File: src/rtl/imem_loader_pkg.sv
// Shared types and constants for the boot-time instruction loader.
// Provides the loader state enum, header sizing and small state helpers.
package imem_loader_pkg;

    // Length header: LEN_LO then LEN_HI, little-endian word count.
    localparam int HDR_BYTES = 2;
    localparam int LEN_W     = 8 * HDR_BYTES;

    typedef enum logic [2:0] {
        IDLE,
        LEN_LO,
        LEN_HI,
        DATA,
        CSUM,
        DONE,
        ERR
    } state_t;

    // States in which the loader consumes stream bytes.
    function automatic logic is_rx_state(input state_t s);
        return (s == LEN_LO) || (s == LEN_HI) ||
               (s == DATA)   || (s == CSUM);
    endfunction

    // States in which a start pulse begins a new load.
    function automatic logic is_start_state(input state_t s);
        return (s == IDLE) || (s == DONE) || (s == ERR);
    endfunction

endpackage

File: src/rtl/imem_loader_byte_assembler.sv
// Packs a byte stream into 32-bit little-endian words.
// Ports: clk, reset (sync, active-high), clr (restart framing),
//        byte_in/byte_valid (accepted byte), lane (next target byte),
//        word_valid (one-cycle pulse) and word (registered result).
module byte_assembler (
    input  logic        clk,
    input  logic        reset,
    input  logic        clr,
    input  logic [7:0]  byte_in,
    input  logic        byte_valid,
    output logic [1:0]  lane,
    output logic        word_valid,
    output logic [31:0] word
);

    // Lower three bytes of the word under construction.
    logic [23:0] pack;

    always_ff @(posedge clk) begin
        if (reset) begin
            lane       <= 2'd0;
            pack       <= 24'd0;
            word_valid <= 1'b0;
            word       <= 32'd0;
        end else begin
            word_valid <= 1'b0;
            if (clr) begin
                lane <= 2'd0;
                pack <= 24'd0;
            end else if (byte_valid) begin
                lane <= lane + 2'd1;
                unique case (lane)
                    2'd0: pack[7:0]   <= byte_in;
                    2'd1: pack[15:8]  <= byte_in;
                    2'd2: pack[23:16] <= byte_in;
                    2'd3: begin
                        // Word output is separate from pack so the
                        // next word can start while this one is written.
                        word       <= {byte_in, pack};
                        word_valid <= 1'b1;
                    end
                endcase
            end
        end
    end

endmodule

File: src/rtl/imem_loader.sv
// Boot loader: streams a length-prefixed image into instruction memory
// and holds the core in reset until the image is fully loaded.
// Ports: clk, reset (sync, active-high), start (begin load),
//        rx_data/rx_valid/rx_ready (byte stream), im_wr_en/im_wr_addr/
//        im_wr_data (memory write port), cpu_reset, boot_addr, done, error.
// Optional feature: define IMEM_LOADER_CSUM_EN for a trailing
// 8-bit checksum byte (image sum + checksum == 0 mod 256).
module imem_loader #(
    parameter int          DEPTH     = 256,
    parameter int          ADDR_W    = $clog2(DEPTH),
    parameter logic [31:0] BOOT_ADDR = 32'h0000_0000
) (
    input  logic              clk,
    input  logic              reset,
    input  logic              start,
    input  logic [7:0]        rx_data,
    input  logic              rx_valid,
    output logic              rx_ready,
    output logic              im_wr_en,
    output logic [ADDR_W-1:0] im_wr_addr,
    output logic [31:0]       im_wr_data,
    output logic              cpu_reset,
    output logic [31:0]       boot_addr,
    output logic              done,
    output logic              error
);

    import imem_loader_pkg::*;

    localparam logic [LEN_W:0] DEPTH_L = (LEN_W + 1)'(DEPTH);

`ifdef IMEM_LOADER_CSUM_EN
    localparam state_t FIN = CSUM;
`else
    localparam state_t FIN = DONE;
`endif

    state_t state;
    state_t nxt;

    logic [7:0]       len_lo;
    logic [LEN_W-1:0] len;
    logic [LEN_W-1:0] wcnt;
    logic [LEN_W-1:0] hdr_len;

    logic       acc;
    logic       data_acc;
    logic       start_ok;
    logic       too_big;
    logic       last_word;
    logic       last_byte;
    logic       wr_last;
    logic       csum_ok;

    logic [1:0]  lane;
    logic        word_valid;
    logic [31:0] word;

    assign acc      = rx_valid && rx_ready;
    assign data_acc = acc && (state == DATA);
    assign start_ok = start && is_start_state(state);

    assign hdr_len = {rx_data, len_lo};
    assign too_big = {1'b0, hdr_len} > DEPTH_L;

    // wcnt only advances during the write pulse, so it still
    // indexes the current word both on its last byte and its write.
    assign last_word = (wcnt + LEN_W'(1)) == len;
    assign last_byte = data_acc && (lane == 2'd3) && last_word;
    assign wr_last   = word_valid && (state == DATA) && last_word;

`ifdef IMEM_LOADER_CSUM_EN
    logic [7:0] sum;
    logic [7:0] total;

    assign total   = sum + rx_data;
    assign csum_ok = (total == 8'h00);

    always_ff @(posedge clk) begin
        if (reset || start_ok) begin
            sum <= 8'h00;
        end else if (acc && (state != CSUM)) begin
            sum <= total;
        end
    end
`else
    assign csum_ok = 1'b0;
`endif

    byte_assembler u_asm (
        .clk        (clk),
        .reset      (reset),
        .clr        (start_ok),
        .byte_in    (rx_data),
        .byte_valid (data_acc),
        .lane       (lane),
        .word_valid (word_valid),
        .word       (word)
    );

    always_ff @(posedge clk) begin
        if (reset) begin
            state <= IDLE;
        end else begin
            state <= nxt;
        end
    end

    always_comb begin
        nxt = state;
        unique case (state)
            IDLE: begin
                if (start) nxt = LEN_LO;
            end
            LEN_LO: begin
                if (acc) nxt = LEN_HI;
            end
            LEN_HI: begin
                if (acc) begin
                    if (too_big) begin
                        nxt = ERR;
                    end else if (hdr_len == '0) begin
                        nxt = FIN;
                    end else begin
                        nxt = DATA;
                    end
                end
            end
            DATA: begin
                if (wr_last) nxt = FIN;
            end
            CSUM: begin
                if (acc) nxt = csum_ok ? DONE : ERR;
            end
            DONE, ERR: begin
                if (start) nxt = LEN_LO;
            end
            default: nxt = IDLE;
        endcase
    end

    always_comb begin
        cpu_reset = 1'b1;
        done      = 1'b0;
        error     = 1'b0;
        unique case (state)
            DONE: begin
                cpu_reset = 1'b0;
                done      = 1'b1;
            end
            ERR:     error = 1'b1;
            default: ;
        endcase
    end

    // Ready closes for the one cycle between the final data byte
    // and its write pulse, so no stray byte enters the next field.
    always_ff @(posedge clk) begin
        if (reset) begin
            rx_ready <= 1'b0;
        end else begin
            rx_ready <= is_rx_state(nxt) && !last_byte;
        end
    end

    always_ff @(posedge clk) begin
        if (reset) begin
            len_lo <= 8'd0;
            len    <= '0;
            wcnt   <= '0;
        end else if (start_ok) begin
            len_lo <= 8'd0;
            len    <= '0;
            wcnt   <= '0;
        end else begin
            if (acc && (state == LEN_LO)) len_lo <= rx_data;
            if (acc && (state == LEN_HI)) len <= hdr_len;
            if (word_valid) wcnt <= wcnt + LEN_W'(1);
        end
    end

    assign im_wr_en   = word_valid;
    assign im_wr_data = word;
    assign im_wr_addr = wcnt[ADDR_W-1:0];
    assign boot_addr  = BOOT_ADDR;

endmodule

File: config.mk
export PLATFORM = sky130hd
export DESIGN_NAME = imem_loader
export DESIGN_NICKNAME = d
export VERILOG_FILES = /design/src/rtl/imem_loader_pkg.sv /design/src/rtl/imem_loader_byte_assembler.sv /design/src/rtl/imem_loader.sv
export SDC_FILE = /design/constraint.sdc
export NUM_CORES = 1
export LEC_CHECK = 0
export CAP_MARGIN = 5
export CORE_ASPECT_RATIO = 0.9
export CORE_MARGIN = 2
export CORE_UTILIZATION = 45
export CTS_BUF_LIST = sky130_fd_sc_hd__clkbuf_4 sky130_fd_sc_hd__clkbuf_8
export DETAILED_ROUTE_END_ITERATION = 6
export MAX_ROUTING_LAYER = met4
export PLACE_DENSITY = 0.73
export SKIP_CTS_REPAIR_TIMING = 1
export SYNTH_ARGS = -nofsm -noshare
export SYNTH_HDL_FRONTEND = slang
export SYNTH_SLANG_ARGS = --single-unit
File: constraint.sdc
create_clock -name clk -period 2.8 [get_ports clk]
set_clock_uncertainty 0.1 [all_clocks]
set_input_delay 0.28 -clock clk [delete_from_list [all_inputs] [get_ports clk]]
set_output_delay 0.28 -clock clk [all_outputs]
set_load 0.005 [all_outputs]
Word-level counts from Yosys, hierarchy flattened
Cells that the tools add are included. Widths: inputs -> output; s select.

Flip-flop bits (word level): 103. Latch bits: 0. RAM bits: 0. Memory bits (read-only): 0. Output and inout bits: 77. Word-level logic and storage cells: 68. Memories kept: 0.

Add/sub/neg operators: 2. Multiply operators: 0. Divide/modulo/power cells: 0. Order comparisons: 1. Eq/ne operators: 14. Shift-type cells: 0. Multiplexer cells: 12. Bitwise operators: 2. Reductions and logical operators: 26.

Operators by type and width (count): $mux 3 (7); $add 16x1->16 const B (1); $eq 16x16->1 (1); $gt 16x9->1 const B (1); $logic_not 16->1 (1); $pmux 3 s5 (1); $eq 3x2->1 const B (4); $eq 3x3->1 const B (4); $logic_and 1x1->1 (10); $eq 3x1->1 const B (2); $reduce_and 2->1 (3); $reduce_or 3->1 (2); $logic_or 1x1->1 (5); $eq 2x2->1 const B (2); $mux 1 (4); $logic_not 3->1 (1); $reduce_and 3->1 (1); $add 2x1->2 const B (1); $eq 2x1->1 const B (1); $logic_not 2->1 (1); $not 1->1 (2); $reduce_or 2->1 (1); $logic_not 1->1 (1).

Longest topological paths before layout
Gate-level depths: netlist of run 1.

Word-level depth: 10. Gate-level depth with buffers: 9.

By module
A second synthesis of run 1 with hierarchy kept.

Cell total of the unflattened synthesis: 617. Area, all modules: 5377.7 µm².

Modules (own cells, without submodules): imem_loader (instances 1, cells each 350, area each 2745.1 µm²); byte_assembler (instances 1, cells each 267, area each 2632.5 µm²).

Worst setup path before layout of run 1
No wires, ideal clock.

Kind: register to register. Start: register wcnt[0]. End: register rx_ready. Library setup time: 115 ps. Arrival: 2488 ps. Data required time: 2585 ps. Slack: 98 ps. Cell stages (with the launch flop): 9. Path buffers: 0. Cells stage by stage: dfxtp_1 > ha_1 > nand3_1 > or3_2 > a21oi_1 > nor3_1 > or4_4 > o311a_1 > o21ba_1.

Cells in the longest elaborated chain, start to end: 10.

Ends and longest elaborated chain: from (decl) (RTL line imem_loader.sv:43) `logic [LEN_W-1:0] wcnt;`; from (signal assigned) (RTL line imem_loader.sv:178) `if (word_valid) wcnt <= wcnt + LEN_W'(1);`; $add 16x1->16 (*) (RTL line imem_loader.sv:68) `assign last_word = (wcnt + LEN_W'(1)) == len;`; $eq 16x16->1 (*) (RTL line imem_loader.sv:68); $logic_and 1x1->1 (RTL line imem_loader.sv:70) `assign wr_last = word_valid && (state == DATA) && last_word;`; $mux 3 (RTL line imem_loader.sv:130) `if (wr_last) nxt = FIN;`; $pmux 3 s5 (RTL line imem_loader.sv:111) `unique case (state)`; $eq 3x1->1 / $eq 3x2->1 (equally long branches) (RTL line imem_loader_pkg.sv:21) `return (s == LEN_LO) || (s == LEN_HI) ||`; $logic_or 1x1->1 (2 in series) (RTL line imem_loader_pkg.sv:21); $logic_or 1x1->1 (RTL line imem_loader_pkg.sv:22) `(s == DATA) || (s == CSUM);`; $logic_and 1x1->1 (*) (RTL line imem_loader.sv:162) `rx_ready <= is_rx_state(nxt) && !last_byte;`; to (signal assigned) (RTL line imem_loader.sv:162); to (decl) (RTL line imem_loader.sv:18) `output logic rx_ready,`.

Every way passes the cells marked *; elsewhere a longest branch is shown, timed or not. A chain may end at the register's enable or synchronous reset.

Worst setup path in the final report of run 1
Start: register wcnt[5]. End: register rx_ready.

The elaborated chain is that of the path after synthesis.

==> results of run 1 <==
[cell type report]
type / count / area, um2
fill: 959 / 4720
multi-input combinational: 440 / 2340
sequential: 103 / 2060
timing repair buffer: 79 / 746
tap: 129 / 161
clock buffer: 9 / 124
clock inverter: 6 / 53.8
inverter: 10 / 37.5
[per-layer routing]
layer  routed length (um)  track usage  vias to the layer above
li1                     -            -                     2013
met1                 5190        0.275                     1889
met2                 5150        0.321                      136
met3                  703       0.0401                       20
met4                  193       0.0647                        0
met5                    0            -                        -
[synthesized netlist by cell type (2+ instances only)]
cell,number
a21oi_1,84
and2_1,4
and3_1,4
and4_1,3
buf_1,2
buf_2,2
buf_4,40
clkbuf_1,32
dfxtp_1,103
ha_1,5
inv_1,10
mux2i_1,10
nand2_1,136
nand3_1,34
nand3b_1,2
nand4_1,9
nor2_1,28
nor2b_1,2
nor3_1,6
nor3b_1,4
nor4_1,6
o21ai_0,10
o31ai_1,4
or3_1,5
or4_1,2
xnor2_1,25
xor2_1,11
[worst max-delay path: stages (launching register included)]
cell	delay (ns)
dfxtp_1	0.47
and3_1	0.32
xnor2_1	0.10
or4_1	0.47
a21o_1	0.17
or4_4	0.44
o311a_1	0.35
o21ba_1	0.16
[kinds of logic after synthesis]
kind of cell | count (synthesis) | share of synthesized area
and+or+nand+nor | 248 | 0.235
adders and majority gates | 5 | 0.0131
AOI/OAI and AO/OA | 108 | 0.123
other | 1 | 0.000788
DFF | 103 | 0.433
buffers and inverters | 87 | 0.102
xor gates and xnor gates | 37 | 0.0720
muxes | 10 | 0.0210
[metrics by stage]
| stage | power [mW] | worst slack (ns) |
|---|---|---|
| 6_report | 2.50 | 0.132 |
| 3_5_place_dp | 1.66 | 0.125 |
| 3_3_place_gp | 1.66 | 0.216 |
| 2_1_floorplan | 1.62 | 0.0975 |
| 4_1_cts | 2.52 | 0.130 |
| 5_1_grt | 2.59 | 0.0136 |
[registers in the layout, indices dropped and copies added, names as in the netlist]
name              count
state                 3
u_asm.pack           24
len_lo                8
rx_ready              1
u_asm.lane            2
u_asm.word_valid      1
wcnt                 16
len                  16
u_asm.word           32
[where the power goes]
part | internal (mW) | switching, mW | total, mW
clock network | 0.334 | 0.538 | 0.873
registers | 1.47 | 0.00926 | 1.48
logic | 0.0524 | 0.0950 | 0.147
total | 1.86 | 0.642 | 2.50
[final timing paths]
| kind | end | depth (start not counted) | slack (ns) | startpoint |
|---|---|---|---|---|
| max | rx_ready | 7 | 0.13 | wcnt[5] |
| min | u_asm.word[9] | 2 | 0.36 | u_asm.pack[9] |
| max reg2reg | rx_ready | 7 | 0.13 | wcnt[5] |
| min reg2reg | u_asm.word[9] | 2 | 0.36 | u_asm.pack[9] |
==> metrics.txt, run 1 <==
post-synth top area cell dfxtp_1; dpl hpwl 7910 um; number of global-route vias before repair 3,792; Inst Count DP 761; Rows 35; die area 11,400 um2; Final #Nets 660; DR vias 4,058; library cells used by synthesis 43; critical path arrival 2.84 ns; Worst setup SP type flip-flop; worst rel slew slack 0.610; Ys Warns 0; post-layout instance area 5530 um2; CTS tree yes; worst hold path type flip-flop to flip-flop; Fin. Hold Viols 0; Clock Sinks 103; P_leak 1.82 nW; Worst Path Class, Setup flip-flop to flip-flop; global-route wire length before repair 18,600 um; Async SR Flop Fraction 0; via density per instance 5.23; root buffer cell clkbuf_8; final wirelength 11,200 um; CTS Buffer Depth 2; Top FF cell, synth dfxtp_1; PD cells 452 nW/um2; Final Max Tran Viols 0; Synth Instances 599; ranking of synthesized cells by area dfxtp_1, nand2_1, a21oi_1, buf_4, xnor2_1; initial antenna violation count 0; H-tree depth 3; Fmax achieved 0.375 GHz; Synth top area share 0.433; Final setup viols 0; placed inst area 5350 um2; final hold slack 0.357 ns; Starting Density 0.464; largest net degree at the start of global routing 51; Avg Inst Size Synth 7.94 um2; PortBufs 56; area grow syn2layout 16.1%; Critical Path Sink Type flip-flop; cts bufs inserted 9; final worst-path cycle share 0.953; worst slew pin tran 0.585 ns; GRT Util Overall 0.207; commonest cells after routing, fill and taps aside nand2_1, dfxtp_1, a21oi_1; residual DRC count 0; Util after Layout 0.539; Avg WL per Cell 14.5 um; most common cell after layout, fill and taps aside nand2_1; share of layout cells above drive strength 1 0.0696; setup TNS 0 ns; Period minus WS final 2.67 ns; Die Wd 112 um; Post-synth EDFFs 0; Max Cap Violations 0; routability cong. 0.898; sequential-to-total area share from yosys stat 0.433; First-pass DRT Iterations 4; Worst VDD drop 250 uV; Required @ worst endpoint 2.98 ns; Core ar. 10,200 um2; Post-Layout Cell Count 776; Routed Antenna Nets 0; chip height 102 um; Cell Area, Synth 4760 um2; DR iter-0 viols 253; RSZ-0062 raised after global routing false; diode count 0; status finished clean; Clk Latency, worst-skew pair 0.37 ns; Ports 89; CP max FO 7; clock-pin slew on the worst setup and hold paths 0.10 ns; total gr overflow 0; Synth Register Bits 103
Note: power is estimated with default switching activity, not from simulation.
==> run 2, diff against run 1 <==
--- a/config.mk
+++ b/config.mk
@@ -12,7 +12,7 @@
 export CTS_BUF_LIST = sky130_fd_sc_hd__clkbuf_4 sky130_fd_sc_hd__clkbuf_8
 export DETAILED_ROUTE_END_ITERATION = 6
 export MAX_ROUTING_LAYER = met4
-export PLACE_DENSITY = 0.73
+export PLACE_DENSITY = 0.85
 export SKIP_CTS_REPAIR_TIMING = 1
 export SYNTH_ARGS = -nofsm -noshare
 export SYNTH_HDL_FRONTEND = slang
==> metrics.txt, run 2 (synthesis gave the netlist of run 1 again) <==
PD cells 454 nW/um2; largest register by flop count u_asm.word; Clock Sinks 103; Avg WL per Cell 14.2 um; Ports 89; Fin. Hold Viols 0; number of global-route vias before repair 3,915; global-route wire length before repair 18,700 um; Worst VDD drop 314 uV; biggest regs u_asm.word: 32 flops, u_asm.pack: 24 flops; CTS Buffer Depth 2; Worst setup SP type flip-flop; DR iter-0 viols 383; chip height 102 um; Util after Layout 0.543; cts bufs inserted 9; Clk Latency, worst-skew pair 0.37 ns; root buffer cell clkbuf_8; cell family with the largest share of critical-path delay simple AND/OR/NAND/NOR gates; Critical Path Sink Type flip-flop; routability cong. 0.887; Required @ worst endpoint 2.98 ns; Routed Antenna Nets 0; Final Power 2.52 mW; RSZ-0062 raised after global routing false; residual DRC count 0; Rows 35; largest net degree at the start of global routing 51; routing usage on met1 0.271; GRT Util Overall 0.205; Final Max Tran Viols 0; area grow syn2layout 16.9%; Fmax achieved 0.369 GHz; First-pass DRT Iterations 5; placed inst area 5360 um2; Final setup viols 0; share of layout cells above drive strength 1 0.0769; PortBufs 56; flip-flop count of the largest register after layout 32; CP max FO 4; Core ar. 10,200 um2; critical path arrival 2.89 ns; DR vias 4,140; diode count 0; Die Wd 112 um; total gr overflow 0; clock-pin slew on the worst setup and hold paths 0.11 ns; initial antenna violation count 0; worst hold path type flip-flop to flip-flop; Inst Count DP 763; worst rel slew slack 0.599; Worst Path Class, Setup flip-flop to flip-flop; CP max stage delay 0.52 ns; Final #Nets 662; Critical Path Slowest Stage Cell or4_4; setup TNS 0 ns; GR Util met2 0.328; CP Buf/Inv Count 0; Starting Density 0.464; most common cell after layout, fill and taps aside nand2_1; H-tree depth 3; final worst-path cycle share 0.968; P_leak 1.84 nW; Period minus WS final 2.71 ns; commonest cells after routing, fill and taps aside nand2_1, dfxtp_1, a21oi_1; GR peak layer met2; Max Cap Violations 0; die area 11,400 um2; CTS tree yes; met3 usage 0.0383; final wirelength 11,100 um; dpl hpwl 8010 um; cell breakdown of the critical path ha_2 -> nand3_2 -> or3_2 -> a21oi_1 -> nor3_1 -> or4_4 -> o311a_1 -> o21ba_1; Post-Layout Cell Count 779; status finished clean; via density per instance 5.31; worst slew pin tran 0.600 ns; post-layout instance area 5560 um2
[run 2: cell types whose count changed in the layout (fill, tap and decap cells not counted)]
| cell | previous run | this run |
|---|---|---|
| clkinv_4 | 2 | 1 |
| nand3_2 | 0 | 1 |
| clkinv_2 | 0 | 1 |
| buf_4 | 22 | 24 |
| clkinv_8 | 0 | 1 |
| dfxtp_1 | 103 | 102 |
| dfxtp_2 | 0 | 1 |
| nand3_1 | 34 | 33 |
[run 2: final cells by class]
class | count | area (um2)
flip-flops and latches | 103 | 2060
well taps | 129 | 161
multi-input cells | 440 | 2350
clock inverters | 7 | 66.3
inverters | 10 | 37.5
clock buffers | 9 | 124
fillers | 915 | 4690
repair buffers | 81 | 761
[run 2: report_power, final]
part           switching, mW  internal [mW]  total, mW
clock network          0.555          0.344      0.899
registers            0.00916           1.47       1.48
logic                 0.0913         0.0525      0.144
[run 2: final timing paths]
path | start | to | slack [ns] | depth (start not counted)
setup / recovery | wcnt[0] | rx_ready | 0.09 | 8
setup reg to reg | wcnt[0] | rx_ready | 0.09 | 8
hold reg to reg | u_asm.word[13] | u_asm.word[13] | 0.36 | 2
hold / removal | u_asm.word[13] | u_asm.word[13] | 0.36 | 2
[run 2: per-layer routing]
layer | share of wire | routed length, um | vias up
met5 | 0 | 0 | -
met1 | 0.46 | 5030 | 1977
met3 | 0.056 | 617 | 13
met2 | 0.48 | 5280 | 126
li1 | - | - | 2024
met4 | 0.011 | 125 | 0
[run 2: worst min-delay path, stage by stage (launching register included)]
cell,delay [ns]
dfxtp_1,0.32
nand2_1,0.05
a21oi_1,0.05
[run 2: per-stage QoR]
stage                     hold slack (ns)  setup slack [ns]
after floorplan                     0.316            0.0975
after global placement              0.344             0.223
after detailed placement            0.346            0.0745
after CTS                           0.362            0.0559
after global routing                0.379            0.0125
final                               0.358            0.0894
